### config.mk
export PLATFORM = sky130hd
export DESIGN_NAME = fpnew_lane_collector_flat
export DESIGN_NICKNAME = d
export VERILOG_FILES = /design/src/rtl/fpnew_pkg.sv /design/src/rtl/fpnew_lane_collector_if.sv /design/src/rtl/fpnew_lane_collector.sv /design/src/flat_wrapper.sv
export SDC_FILE = /design/constraint.sdc
export NUM_CORES = 1
export LEC_CHECK = 0
export ABC_AREA = 1
export CORE_MARGIN = 1.5
export CORE_UTILIZATION = 43
export DETAILED_ROUTE_END_ITERATION = 10
export HOLD_SLACK_MARGIN = 0.06
export PLACE_DENSITY_LB_ADDON = 0.08
export SKIP_LAST_GASP = 1
export SLEW_MARGIN = 5
export SYNTH_ARGS = -nofsm -noshare
export SYNTH_HDL_FRONTEND = slang
export SYNTH_SLANG_ARGS = --single-unit
### constraint.sdc
create_clock -name clk_i -period 1.75 [get_ports clk_i]
set_input_delay 0.2625 -clock clk_i [delete_from_list [all_inputs] [get_ports clk_i]]
set_output_delay 0.2625 -clock clk_i [all_outputs]
set_load 0.01 [all_outputs]
### src/rtl/fpnew_pkg.sv
// fpnew_pkg: FP formats, status flags and the lane-collector state type.
// fp_width/num_lanes size the per-lane datapath of vector units.
package fpnew_pkg;

  typedef enum logic [2:0] {
    FP32    = 3'd0,
    FP64    = 3'd1,
    FP16    = 3'd2,
    FP8     = 3'd3,
    FP16ALT = 3'd4
  } fp_format_e;

  typedef struct packed {
    logic NV;
    logic DZ;
    logic OF;
    logic UF;
    logic NX;
  } status_t;

  typedef enum logic [1:0] {
    IDLE    = 2'd0,
    COLLECT = 2'd1,
    FULL    = 2'd2
  } collect_state_e;

  function automatic int unsigned fp_width(
    input fp_format_e fmt
  );
    case (fmt)
      FP64:          return 64;
      FP16, FP16ALT: return 16;
      FP8:           return 8;
      default:       return 32;
    endcase
  endfunction

  function automatic int unsigned num_lanes(
    input int unsigned width,
    input fp_format_e  fmt,
    input logic        vec
  );
    int unsigned n;
    n = width / fp_width(fmt);
    if (!vec || n == 0) return 1;
    return n;
  endfunction

endpackage

### src/rtl/fpnew_lane_collector_if.sv
// Lane-side and result-side handshake bundle of fpnew_lane_collector.
// master: upstream lanes + downstream sink; slave: the collector.
interface fpnew_lane_collector_if
  import fpnew_pkg::*;
#(
  parameter fp_format_e  FpFormat      = FP32,
  parameter int unsigned Width         = 64,
  parameter logic        EnableVectors = 1'b1,
  parameter type         TagType       = logic
);

  localparam int unsigned FP_WIDTH  =
    fp_width(FpFormat);
  localparam int unsigned NUM_LANES =
    num_lanes(Width, FpFormat, EnableVectors);

  logic [NUM_LANES-1:0][FP_WIDTH-1:0] lane_result_i;
  status_t [NUM_LANES-1:0] lane_status_i;
  logic [NUM_LANES-1:0]    lane_ext_bit_i;
  TagType                  lane_tag_i [NUM_LANES];
  logic [NUM_LANES-1:0]    lane_vectorial_i;
  logic [NUM_LANES-1:0]    lane_valid_i;
  logic [NUM_LANES-1:0]    lane_ready_o;
  logic                    flush_i;

  logic [Width-1:0]        result_o;
  status_t                 status_o;
  logic                    extension_bit_o;
  TagType                  tag_o;
  logic                    out_valid_o;
  logic                    out_ready_i;

  modport master (
    output lane_result_i,
    output lane_status_i,
    output lane_ext_bit_i,
    output lane_tag_i,
    output lane_vectorial_i,
    output lane_valid_i,
    input  lane_ready_o,
    output flush_i,
    input  result_o,
    input  status_o,
    input  extension_bit_o,
    input  tag_o,
    input  out_valid_o,
    output out_ready_i
  );

  modport slave (
    input  lane_result_i,
    input  lane_status_i,
    input  lane_ext_bit_i,
    input  lane_tag_i,
    input  lane_vectorial_i,
    input  lane_valid_i,
    output lane_ready_o,
    input  flush_i,
    output result_o,
    output status_o,
    output extension_bit_o,
    output tag_o,
    output out_valid_o,
    input  out_ready_i
  );

endinterface

### src/rtl/fpnew_lane_collector.sv
// Gathers per-lane FP results into one NaN-boxed/merged result word.
// Ports: clk_i, rst_ni (async low), bus (slave), busy_o,
// stall_cnt_o when FPNEW_COLLECTOR_STALL_CNT_EN is defined.
module fpnew_lane_collector
  import fpnew_pkg::*;
#(
  parameter fp_format_e  FpFormat      = FP32,
  parameter int unsigned Width         = 64,
  parameter logic        EnableVectors = 1'b1,
  parameter type         TagType       = logic
) (
  input  logic                 clk_i,
  input  logic                 rst_ni,
  fpnew_lane_collector_if.slave bus,
  output logic                 busy_o
`ifdef FPNEW_COLLECTOR_STALL_CNT_EN
  ,
  output logic [31:0]          stall_cnt_o
`endif
);

  localparam int unsigned FP_WIDTH  =
    fp_width(FpFormat);
  localparam int unsigned NUM_LANES =
    num_lanes(Width, FpFormat, EnableVectors);

  collect_state_e state_q, state_d;

  logic [NUM_LANES-1:0] captured_q, captured_d;
  logic [NUM_LANES-1:0] expected_q, expected_d;
  logic [NUM_LANES-1:0] lane_ready;
  logic [NUM_LANES-1:0] fire;
  logic [NUM_LANES-1:0] nz_lanes;
  logic [NUM_LANES-1:0] first_mask;
  logic [NUM_LANES-1:0] mask_eff;
  logic [NUM_LANES-1:0] capt_nxt;
  logic                 done;

  logic [FP_WIDTH-1:0] res_q [NUM_LANES];
  status_t             st_q  [NUM_LANES];
  logic                ext_q;
  TagType              tag_q;

  logic [Width-1:0] result;
  status_t          status;

  assign lane_ready =
    {NUM_LANES{(state_q != FULL) && !bus.flush_i}}
    & ~captured_q;
  assign bus.lane_ready_o = lane_ready;
  assign fire = bus.lane_valid_i & lane_ready;

  // A nonzero lane can only be part of a vector op.
  assign nz_lanes = ~NUM_LANES'(1);
  assign first_mask =
    (|(fire & (bus.lane_vectorial_i | nz_lanes)))
    ? '1 : NUM_LANES'(1);

  assign mask_eff =
    (state_q == IDLE) ? first_mask : expected_q;
  assign capt_nxt = captured_q | fire;
  assign done = (|capt_nxt) && (capt_nxt == mask_eff);

  always_ff @(posedge clk_i or negedge rst_ni) begin
    if (!rst_ni) begin
      state_q    <= IDLE;
      captured_q <= '0;
      expected_q <= '0;
    end else begin
      state_q    <= state_d;
      captured_q <= captured_d;
      expected_q <= expected_d;
    end
  end

  always_comb begin
    state_d    = state_q;
    captured_d = captured_q;
    expected_d = expected_q;
    unique case (state_q)
      IDLE: begin
        if (|fire) begin
          captured_d = capt_nxt;
          expected_d = first_mask;
          state_d    = done ? FULL : COLLECT;
        end
      end
      COLLECT: begin
        captured_d = capt_nxt;
        if (done) state_d = FULL;
      end
      FULL: begin
        if (bus.out_ready_i) begin
          state_d    = IDLE;
          captured_d = '0;
          expected_d = '0;
        end
      end
      default: begin
        state_d    = IDLE;
        captured_d = '0;
        expected_d = '0;
      end
    endcase
    // Kill wins over any capture or output handshake.
    if (bus.flush_i) begin
      state_d    = IDLE;
      captured_d = '0;
      expected_d = '0;
    end
  end

  for (genvar l = 0; l < NUM_LANES; l++) begin : g_lane
    logic [FP_WIDTH-1:0] res_r;
    status_t             st_r;

    always_ff @(posedge clk_i or negedge rst_ni) begin
      if (!rst_ni) begin
        res_r <= '0;
        st_r  <= '0;
      end else if (fire[l]) begin
        res_r <= bus.lane_result_i[l];
        st_r  <= bus.lane_status_i[l];
      end
    end

    assign res_q[l] = res_r;
    assign st_q[l]  = st_r;

    if (l == 0) begin : g_side
      always_ff @(posedge clk_i or negedge rst_ni) begin
        if (!rst_ni) begin
          ext_q <= 1'b0;
          tag_q <= '0;
        end else if (fire[0]) begin
          ext_q <= bus.lane_ext_bit_i[0];
          tag_q <= bus.lane_tag_i[0];
        end
      end
    end
  end

  // Lanes outside the op and unused top bits carry the
  // lane 0 extension bit (NaN-box or sign fill).
  always_comb begin
    result = {Width{ext_q}};
    status = '0;
    for (int l = 0; l < NUM_LANES; l++) begin
      if (expected_q[l]) begin
        result[l*FP_WIDTH +: FP_WIDTH] = res_q[l];
        status = status_t'(status | st_q[l]);
      end
    end
  end

  assign bus.result_o        = result;
  assign bus.status_o        = status;
  assign bus.extension_bit_o = ext_q;
  assign bus.tag_o           = tag_q;
  assign bus.out_valid_o     = (state_q == FULL);
  assign busy_o              = (state_q != IDLE);

`ifdef FPNEW_COLLECTOR_STALL_CNT_EN
  logic [31:0] stall_q;

  always_ff @(posedge clk_i or negedge rst_ni) begin
    if (!rst_ni) begin
      stall_q <= '0;
    end else if ((state_q == FULL) && !bus.out_ready_i
                 && (stall_q != '1)) begin
      stall_q <= stall_q + 32'd1;
    end
  end

  assign stall_cnt_o = stall_q;
`endif

endmodule

### src/flat_wrapper.sv
// flat-port wrapper written by rule: the top's interface ports become plain ports
module fpnew_lane_collector_flat import fpnew_pkg::*;
#(
  parameter fp_format_e  FpFormat      = FP32,
  parameter int unsigned Width         = 64,
  parameter logic        EnableVectors = 1'b1,
  parameter type         TagType       = logic
)
  (clk_i, rst_ni, busy_o, bus_lane_result_i, bus_lane_status_i, bus_lane_ext_bit_i, bus_lane_tag_i, bus_lane_vectorial_i, bus_lane_valid_i, bus_lane_ready_o, bus_flush_i, bus_result_o, bus_status_o, bus_extension_bit_o, bus_tag_o, bus_out_valid_o, bus_out_ready_i);
  fpnew_lane_collector_if #(.FpFormat(FpFormat), .Width(Width), .EnableVectors(EnableVectors), .TagType(TagType)) bus_i ();
  input  logic clk_i;
  input  logic rst_ni;
  output logic busy_o;
  input wire logic [$bits(bus_i.lane_result_i)-1:0] bus_lane_result_i;
  input wire logic [$bits(bus_i.lane_status_i)-1:0] bus_lane_status_i;
  input wire logic [$bits(bus_i.lane_ext_bit_i)-1:0] bus_lane_ext_bit_i;
  input wire logic [$bits(bus_i.lane_tag_i)-1:0] bus_lane_tag_i;
  input wire logic [$bits(bus_i.lane_vectorial_i)-1:0] bus_lane_vectorial_i;
  input wire logic [$bits(bus_i.lane_valid_i)-1:0] bus_lane_valid_i;
  output wire logic [$bits(bus_i.lane_ready_o)-1:0] bus_lane_ready_o;
  input wire logic [$bits(bus_i.flush_i)-1:0] bus_flush_i;
  output wire logic [$bits(bus_i.result_o)-1:0] bus_result_o;
  output wire logic [$bits(bus_i.status_o)-1:0] bus_status_o;
  output wire logic [$bits(bus_i.extension_bit_o)-1:0] bus_extension_bit_o;
  output wire logic [$bits(bus_i.tag_o)-1:0] bus_tag_o;
  output wire logic [$bits(bus_i.out_valid_o)-1:0] bus_out_valid_o;
  input wire logic [$bits(bus_i.out_ready_i)-1:0] bus_out_ready_i;
  assign bus_i.lane_result_i = bus_lane_result_i;
  assign bus_i.lane_status_i = bus_lane_status_i;
  assign bus_i.lane_ext_bit_i = bus_lane_ext_bit_i;
  assign bus_i.lane_tag_i = {>>{bus_lane_tag_i}};
  assign bus_i.lane_vectorial_i = bus_lane_vectorial_i;
  assign bus_i.lane_valid_i = bus_lane_valid_i;
  assign bus_lane_ready_o = bus_i.lane_ready_o;
  assign bus_i.flush_i = bus_flush_i;
  assign bus_result_o = bus_i.result_o;
  assign bus_status_o = bus_i.status_o;
  assign bus_extension_bit_o = bus_i.extension_bit_o;
  assign bus_tag_o = bus_i.tag_o;
  assign bus_out_valid_o = bus_i.out_valid_o;
  assign bus_i.out_ready_i = bus_out_ready_i;
  fpnew_lane_collector #(.FpFormat(FpFormat), .Width(Width), .EnableVectors(EnableVectors), .TagType(TagType)) u_core (.clk_i(clk_i), .rst_ni(rst_ni), .bus(bus_i), .busy_o(busy_o));
endmodule
# Word level (Yosys, flattened, before mapping)
# Cells that the tools add are included.
# word_totals
inputBits	86
reg_bits	82
wordCells	60
# op_classes
n_bitwise	6
muxes	18
n_reduce_logical	11
eq_ne	8
# op_table
operator	n
$mux 32	2
$mux 2	11
$pmux 2 s3	3
$mux 5	2
$and 2x2->2	3
$ne 3x2->1 const B	2
$reduce_and 3->1	2
$reduce_or 2->1	3
$or 5x5->5	1
$ne 2x2->1 const B	2
$ne 3x3->1 const B	1
$eq 2x1->1 const B	1
$eq 2x2->1	1
$eq 2x2->1 const B	1
$logic_and 1x1->1	2
$logic_not 2->1	1
$not 2->2	1
$or 2x2->2	1
$reduce_and 2->1	1
$reduce_bool 2->1	1
$logic_not 1->1	1

# Logic depth before layout (Yosys ltp)
# Gate-level depths: netlist (run 1).
# logic_depth
ltp_word	14
depth_mapped	10
ltp_nobuf	9

# Worst setup path before layout (run 1)
# OpenSTA, ideal clock, no wires.
# synth_path
kind	reg-to-output
start	register u_core.expected_q[0]
end	output bus_result_o[0]
path_stages_with_launch	6
t_required_ps	1487
path_slack_ps	427
arrival_time_ps	1060
n_path_buf	2
cell_sequence	dfrtp_1 -> buf_2 -> inv_1 -> nand2_1 -> clkbuf_1 -> nand2_1
# synth_between
elab_chain_len	1
# synth_rtl
element	line	source
start, declared	fpnew_lane_collector.sv:30	logic [NUM_LANES-1:0] expected_q, expected_d;
start signal, assigned	fpnew_lane_collector.sv:72	expected_q <= expected_d;
$mux 32	fpnew_lane_collector.sv:149	if (expected_q[l]) begin
end, declared	flat_wrapper.sv:22	output wire logic [$bits(bus_i.result_o)-1:0] bus_result_o;
# Every way passes these cells.

# Worst setup path in the final report (run 1)
# layout_path
start	register u_core.expected_q[0]
end	output bus_result_o[13]
# Same word-level chain as after synthesis.

==> results.sh, run 1 <==
export IMPL_cpPeakStageDelay_ps=450
export IMPL_hp_class="input port to async pin"
export IMPL_antenna_cells=0
export IMPL_crit_required_ps=1490
export IMPL_clk_pin_slew_ps=80
export IMPL_viasPerCell=4.84
export IMPL_cp_max_fo=13
export IMPL_gp_congestion=0.810
export IMPL_cts_buffers_inserted=9
export IMPL_power_density_nw_per_um2=1680
export IMPL_wl_per_cell_um=13.7
export IMPL_worst_pin_slew_ps=384
export IMPL_fin_skew_ps=13.1
export IMPL_timing_rr_start="u_core.state_q[1]$_DFFE_PN0P_"
export IMPL_clk_path_buf_depth=2
export IMPL_core_area_um2=8640
export IMPL_antenna_left=0
export IMPL_drtIter0Drc=79
export IMPL_grt_pass1_wl_um=16200
export IMPL_final_nets=706
export IMPL_total_leakage_power_uw=0.00312
export IMPL_ys_async_sr_fraction_pct=100
export IMPL_antenna_found_initial=0
export IMPL_synth_flop_cell="dfrtp_1"
export IMPL_cts_tree="yes"
export IMPL_drive_gt1_share_pct=21.2
export IMPL_synth_seq_area_share_pct=53.9
export IMPL_finalHoldViolCount=0
export IMPL_max_freq_mhz=576
export IMPL_hpwl_um=6990
export IMPL_clk_latency_ps=340
export IMPL_finalSetupViolCount=0
export IMPL_slew_violations=0
export IMPL_cts_sinks=82
export IMPL_r2r_end="u_core.expected_q[0]$_DFFE_PN0P_"
export IMPL_num_vias=3536
export IMPL_syn_area_um2=3810
export IMPL_fin_crit_ps=1740
export IMPL_ys_seq_elements=82
export IMPL_htreeDepth=3
export IMPL_start_util_pct=44.1
export IMPL_yosys_warnings=0
export IMPL_cp_arrival_ps=1470
export IMPL_fp_dieW_um=97.1
export IMPL_grt_ovfl_total=0
export IMPL_period_share_pct=99.2
export IMPL_dieArea_um2=9420
export IMPL_drc=0
export IMPL_synth_edff_count=0
export IMPL_syn_nets=532
export IMPL_synthDistinctLibCells=21
export IMPL_grt_start_max_net_pins=42
export IMPL_areaGrowthSynthToFinish_pct=53.6
export IMPL_rsz0062_at_grt="true"
export IMPL_track_usage_pct=21.0
export IMPL_avgSynthCellArea_um2=8.53
export IMPL_path_cells="inv_2, nand2_4, buf_12, o21ai_0, dlygate4sd2_1"
export IMPL_row_count=34
export IMPL_die_h_um=97.1
export IMPL_status="complete, no violations"
export IMPL_start_kind="flop"
export IMPL_io_buffers=157
export IMPL_firstDrtPassIters=4
export IMPL_netlist_instances=446
export IMPL_cp_end_kind="output port"
export IMPL_total_power_uw=9830
export IMPL_critical_path_buf_inv_count=3
export IMPL_grt_pass1_vias=3429
export IMPL_slew_headroom_pct=74.4
export IMPL_io_pins=161
export IMPL_drv_cap=0
export IMPL_clk_root_buffer_cell="clkbuf_8"
export IMPL_critPathTopFamily="buffers and inverters"
export IMPL_ir_drop_v=0.000961
export IMPL_fin_ws_ps=14.3
export IMPL_wl_um=10000
export IMPL_critical_path_class="flop to output port"
export IMPL_reg2reg_depth=7
export IMPL_cp_slowest_cell="dfrtp_2"
export IMPL_reg2reg_slack_ps=190
export IMPL_post_place_ws_ps=-138
layout by cell type, fill, tap and decap left out, types with 4 or more instances in the layout:
cell	instances
clkbuf_8	10
mux2_2	37
clkbuf_2	34
dfrtp_1	79
dlymetal6s2s_1	4
o21ai_0	5
buf_4	18
clkdlybuf4s50_1	83
nor2_1	5
inv_1	11
clkdlybuf4s15_1	18
dlygate4sd2_1	16
nand2_1	251
a22o_1	5
buf_12	8
synthesized netlist by cell type, types with 3 or more instances:
master	count	area, µm²
nand2_1	253	950
dfrtp_1	82	2050
mux2_2	37	417
inv_1	13	48.8
buf_2	12	60.1
clkbuf_1	7	26.3
buf_1	6	22.5
nor2_1	6	22.5
a22o_1	5	43.8
o21ai_0	5	25.0
a21oi_1	4	20.0
nand3_1	3	15.0
nand4_1	3	18.8
stage by stage:
| stage | utilization (%) | cells | area (µm²) | TNS (ps) | hold WS, ps |
|---|---|---|---|---|---|
| after floorplan | - | 446 | 3810 | 0 | -33.1 |
| after global placement | 65.1 | 704 | 5620 | -3470 | 208 |
| after detailed placement | 65.1 | 704 | 5620 | -4620 | 210 |
| after CTS | 67.8 | 728 | 5850 | -3630 | 388 |
| after global routing | 67.7 | 731 | 5850 | -67.5 | 413 |
| final | 67.7 | 731 | 5850 | 0 | 394 |
cells by family (layout without fill, tap and decap cells):
group           count (synthesis)  in the layout  share of synthesized area [%]
simple gates                  270            270                           27.8
flops                          82             82                           53.9
buf+inv                        40            217                           4.54
mux                            37             37                           10.9
compound gates                 17             17                           2.83
worst register-to-register path, cell delays in order (launching register included):
cell and delay (ps):
dfrtp_1 390, buf_4 150, nand2_2 100, nand4_2 240
nand3_2 170, nand2_1 110, a21oi_1 200, o22ai_1 90
worst max-delay path by stage:
stage,startpoint,end,slack (ps),depth (start not counted)
after floorplan,u_core.expected_q[0]$_DFFE_PN0P_,bus_result_o[0],430,5
after global placement,bus_flush_i,bus_lane_ready_o[1],-110,5
after detailed placement,bus_flush_i,u_core.expected_q[0]$_DFFE_PN0P_,-140,8
after CTS,u_core.expected_q[0]$_DFFE_PN0P_,bus_status_o[1],-200,3
after global routing,u_core.expected_q[0]$_DFFE_PN0P_,bus_result_o[13],-50,5
final,u_core.expected_q[0]$_DFFE_PN0P_,bus_result_o[13],10,5
area by class of cell:
class	instances	area (µm²)
clock buffers	11	141
clock inverters	3	65.1
fillers	749	2790
inverters	14	52.6
multi-input cells	324	1620
flip-flops and latches	82	2060
well taps	108	135
repair buffers	189	1780
flip-flops by register name, indices dropped and copies added (netlist names):
register,flops
u_core.bus.extension_bit_o,1
u_core.bus.tag_o,1
u_core.captured_q,2
u_core.expected_q,2
u_core.g_lane.res_r,64
u_core.g_lane.st_r,10
u_core.state_q,2
where the power goes:
| part | total (µW) | switching (µW) | internal (µW) |
|---|---|---|---|
| logic | 5180 | 2630 | 2550 |
| clock network | 1450 | 627 | 826 |
| registers | 3200 | 462 | 2740 |
what timing repair did:
action | in CTS | in global routing
buffers inserted | 9 | 1
cloned | 0 | 2
hold endpoints to repair | 24 | 0
setup endpoints to repair | 73 | 71
pin swaps | 1 | 0
hold buffers | 1 | 0
resized for setup | 81 | 103
layer usage:
metal / up-vias / global-route usage (%) / routed length, µm
met5: - / 0 / 0
met4: 0 / 7.25 / 244
met3: 26 / 4.46 / 717
met2: 154 / 35.0 / 4830
met1: 1626 / 27.2 / 4240
li1: 1730 / - / -
Power figures use the tool's default switching activity.
==> run 2, diff against run 1 <==
--- a/config.mk
+++ b/config.mk
@@ -6,7 +6,7 @@
 export NUM_CORES = 1
 export LEC_CHECK = 0
 export ABC_AREA = 1
-export CORE_MARGIN = 1.5
+export CORE_MARGIN = 2
 export CORE_UTILIZATION = 43
 export DETAILED_ROUTE_END_ITERATION = 10
 export HOLD_SLACK_MARGIN = 0.06
==> run 2 against run 1 <==
  * The run now ends with setup timing left
  * Register-to-register slack gained 60 ps
  * Clock skew decreased by 7.7 ps
  * Count of clock-buffer cells in the layout unchanged
==> results.sh, run 2 (same netlist as run 1, synthesis figures left out) <==
export IMPL_status="finished, violations left"
export IMPL_violations="setup timing"
export IMPL_clk_root_buffer_cell="clkbuf_8"
export IMPL_path_cells="buf_12, a22o_1, clkdlybuf4s50_1"
export IMPL_final_util_pct=68.5
export IMPL_total_leakage_power_uw=0.00319
export IMPL_worst_pin_slew_ps=439
export IMPL_final_nets=710
export IMPL_dieArea_um2=9620
export IMPL_drc=0
export IMPL_die_h_um=98.1
export IMPL_fp_dieW_um=98.1
export IMPL_total_power_uw=10100
export IMPL_io_pins=161
export IMPL_grt_start_max_net_pins=42
export IMPL_hp_class="input port to async pin"
export IMPL_max_freq_mhz=528
export IMPL_cp_max_fo=18
export IMPL_reg2reg_depth=6
export IMPL_wl_um=10600
export IMPL_htreeDepth=3
export IMPL_row_count=34
export IMPL_r2r_end="u_core.expected_q[0]$_DFFE_PN0P_"
export IMPL_grt_pass1_vias=3612
export IMPL_track_usage_pct=21.4
export IMPL_fillers=735
export IMPL_cp_arrival_ps=1630
export IMPL_top_regs="u_core.g_lane.res_r: 64 flops, u_core.g_lane.st_r: 10 flops"
export IMPL_power_density_nw_per_um2=1710
export IMPL_fin_crit_ps=1890
export IMPL_largest_reg_flops=64
export IMPL_antenna_left=0
export IMPL_period_share_pct=108
export IMPL_hpwl_um=6920
export IMPL_fin_ws_ps=-142
export IMPL_viasPerCell=4.87
export IMPL_io_buffers=157
export IMPL_cp_end_kind="output port"
export IMPL_critical_path_buf_inv_count=2
export IMPL_clk_path_buf_depth=2
export IMPL_gp_congestion=0.802
export IMPL_finalSetupViolCount=2
export IMPL_rsz0062_at_grt="true"
export IMPL_num_vias=3592
export IMPL_clk_pin_slew_ps=80
export IMPL_timing_rr_start="u_core.state_q[1]$_DFFE_PN0P_"
export IMPL_ir_drop_v=0.000863
export IMPL_crit_required_ps=1490
export IMPL_grt_ovfl_total=0
export IMPL_layout_common_cells="251 x nand2_1, 84 x clkdlybuf4s50_1, 79 x dfrtp_1"
export IMPL_finalHoldViolCount=0
export IMPL_cp_depth=3
export IMPL_critPathLaunch="u_core.expected_q[0]$_DFFE_PN0P_"
export IMPL_cts_sinks=82
export IMPL_cts_tree="yes"
export IMPL_grt_pass1_wl_um=16800
export IMPL_critPathTopFamily="buffers and inverters"
export IMPL_critical_path_class="flop to output port"
export IMPL_antenna_found_initial=0
export IMPL_layout_commonest_cell="nand2_1"
export IMPL_firstDrtPassIters=4
export IMPL_areaGrowthSynthToFinish_pct=55.4
export IMPL_slew_headroom_pct=70.7
export IMPL_largest_register="u_core.g_lane.res_r"
export IMPL_core_area_um2=8640
export IMPL_fin_skew_ps=5.34
export IMPL_drive_gt1_share_pct=24.3
export IMPL_start_util_pct=44.1
export IMPL_cpPeakStageDelay_ps=500
export IMPL_drv_cap=0
export IMPL_slew_violations=0
export IMPL_start_kind="flop"
export IMPL_wl_per_cell_um=14.3
export IMPL_clk_latency_ps=340
export IMPL_cp_slowest_cell="clkdlybuf4s50_1"
export IMPL_cts_buffers_inserted=9
export IMPL_drtIter0Drc=100
export IMPL_reg2reg_slack_ps=250
export IMPL_antenna_cells=0
==> run 2: metal layers <==
metal  vias up  global-route usage (%)  part of all wire (%)
li1       1753                       -                     -
met1      1710                    27.0                    42
met2       117                    36.5                    49
met3        12                    5.08                   7.3
met4         0                    7.26                   1.4
met5         -                       0                     0
==> run 2: how the worst max path moves through the flow <==
stage                                            end
floorplan                            bus_result_o[0]
global placement                 bus_lane_ready_o[1]
detailed placement  u_core.expected_q[0]$_DFFE_PN0P_
CTS                                 bus_result_o[44]
global route                         bus_status_o[1]
finish                               bus_status_o[1]
==> run 2: layout make-up <==
type | instances | area, µm² | area share (%)
sequential | 82 | 2060 | 34.8
tap | 108 | 135 | 2.29
timing repair buffer | 193 | 1860 | 31.4
multi-input combinational | 324 | 1600 | 27.1
clock buffer | 11 | 131 | 2.22
inverter | 14 | 52.6 | 0.889
clock inverter | 5 | 78.8 | 1.33
==> run 2: through the flow <==
stage / setup TNS [ps] / std cells / setup WS [ps] / instance area (µm²) / hold slack (ps)
2_1_floorplan: 0 / 446 / 427 / 3810 / -33.1
4_1_cts: -2920 / 725 / -232 / 5860 / 398
3_3_place_gp: -3060 / 702 / -105 / 5610 / 233
3_5_place_dp: -3690 / 702 / -120 / 5610 / 236
6_report: -181 / 737 / -142 / 5910 / 394
5_1_grt: -337 / 737 / -215 / 5910 / 422
==> run 2: repair_timing <==
item,CTS,global route
buffers inserted,5,7
hold buffers,1,0
hold endpoints to repair,31,0
gates cloned,1,5
setup endpoints to repair,73,71
resized for setup,100,102
pin swaps,2,1
==> run 2: power by group <==
part           internal [µW]  switching [µW]  total (µW)
sequential              2730             457        3190
combinational           2720            2720        5430
clock                    803             661        1460
total                   6250            3830       10100
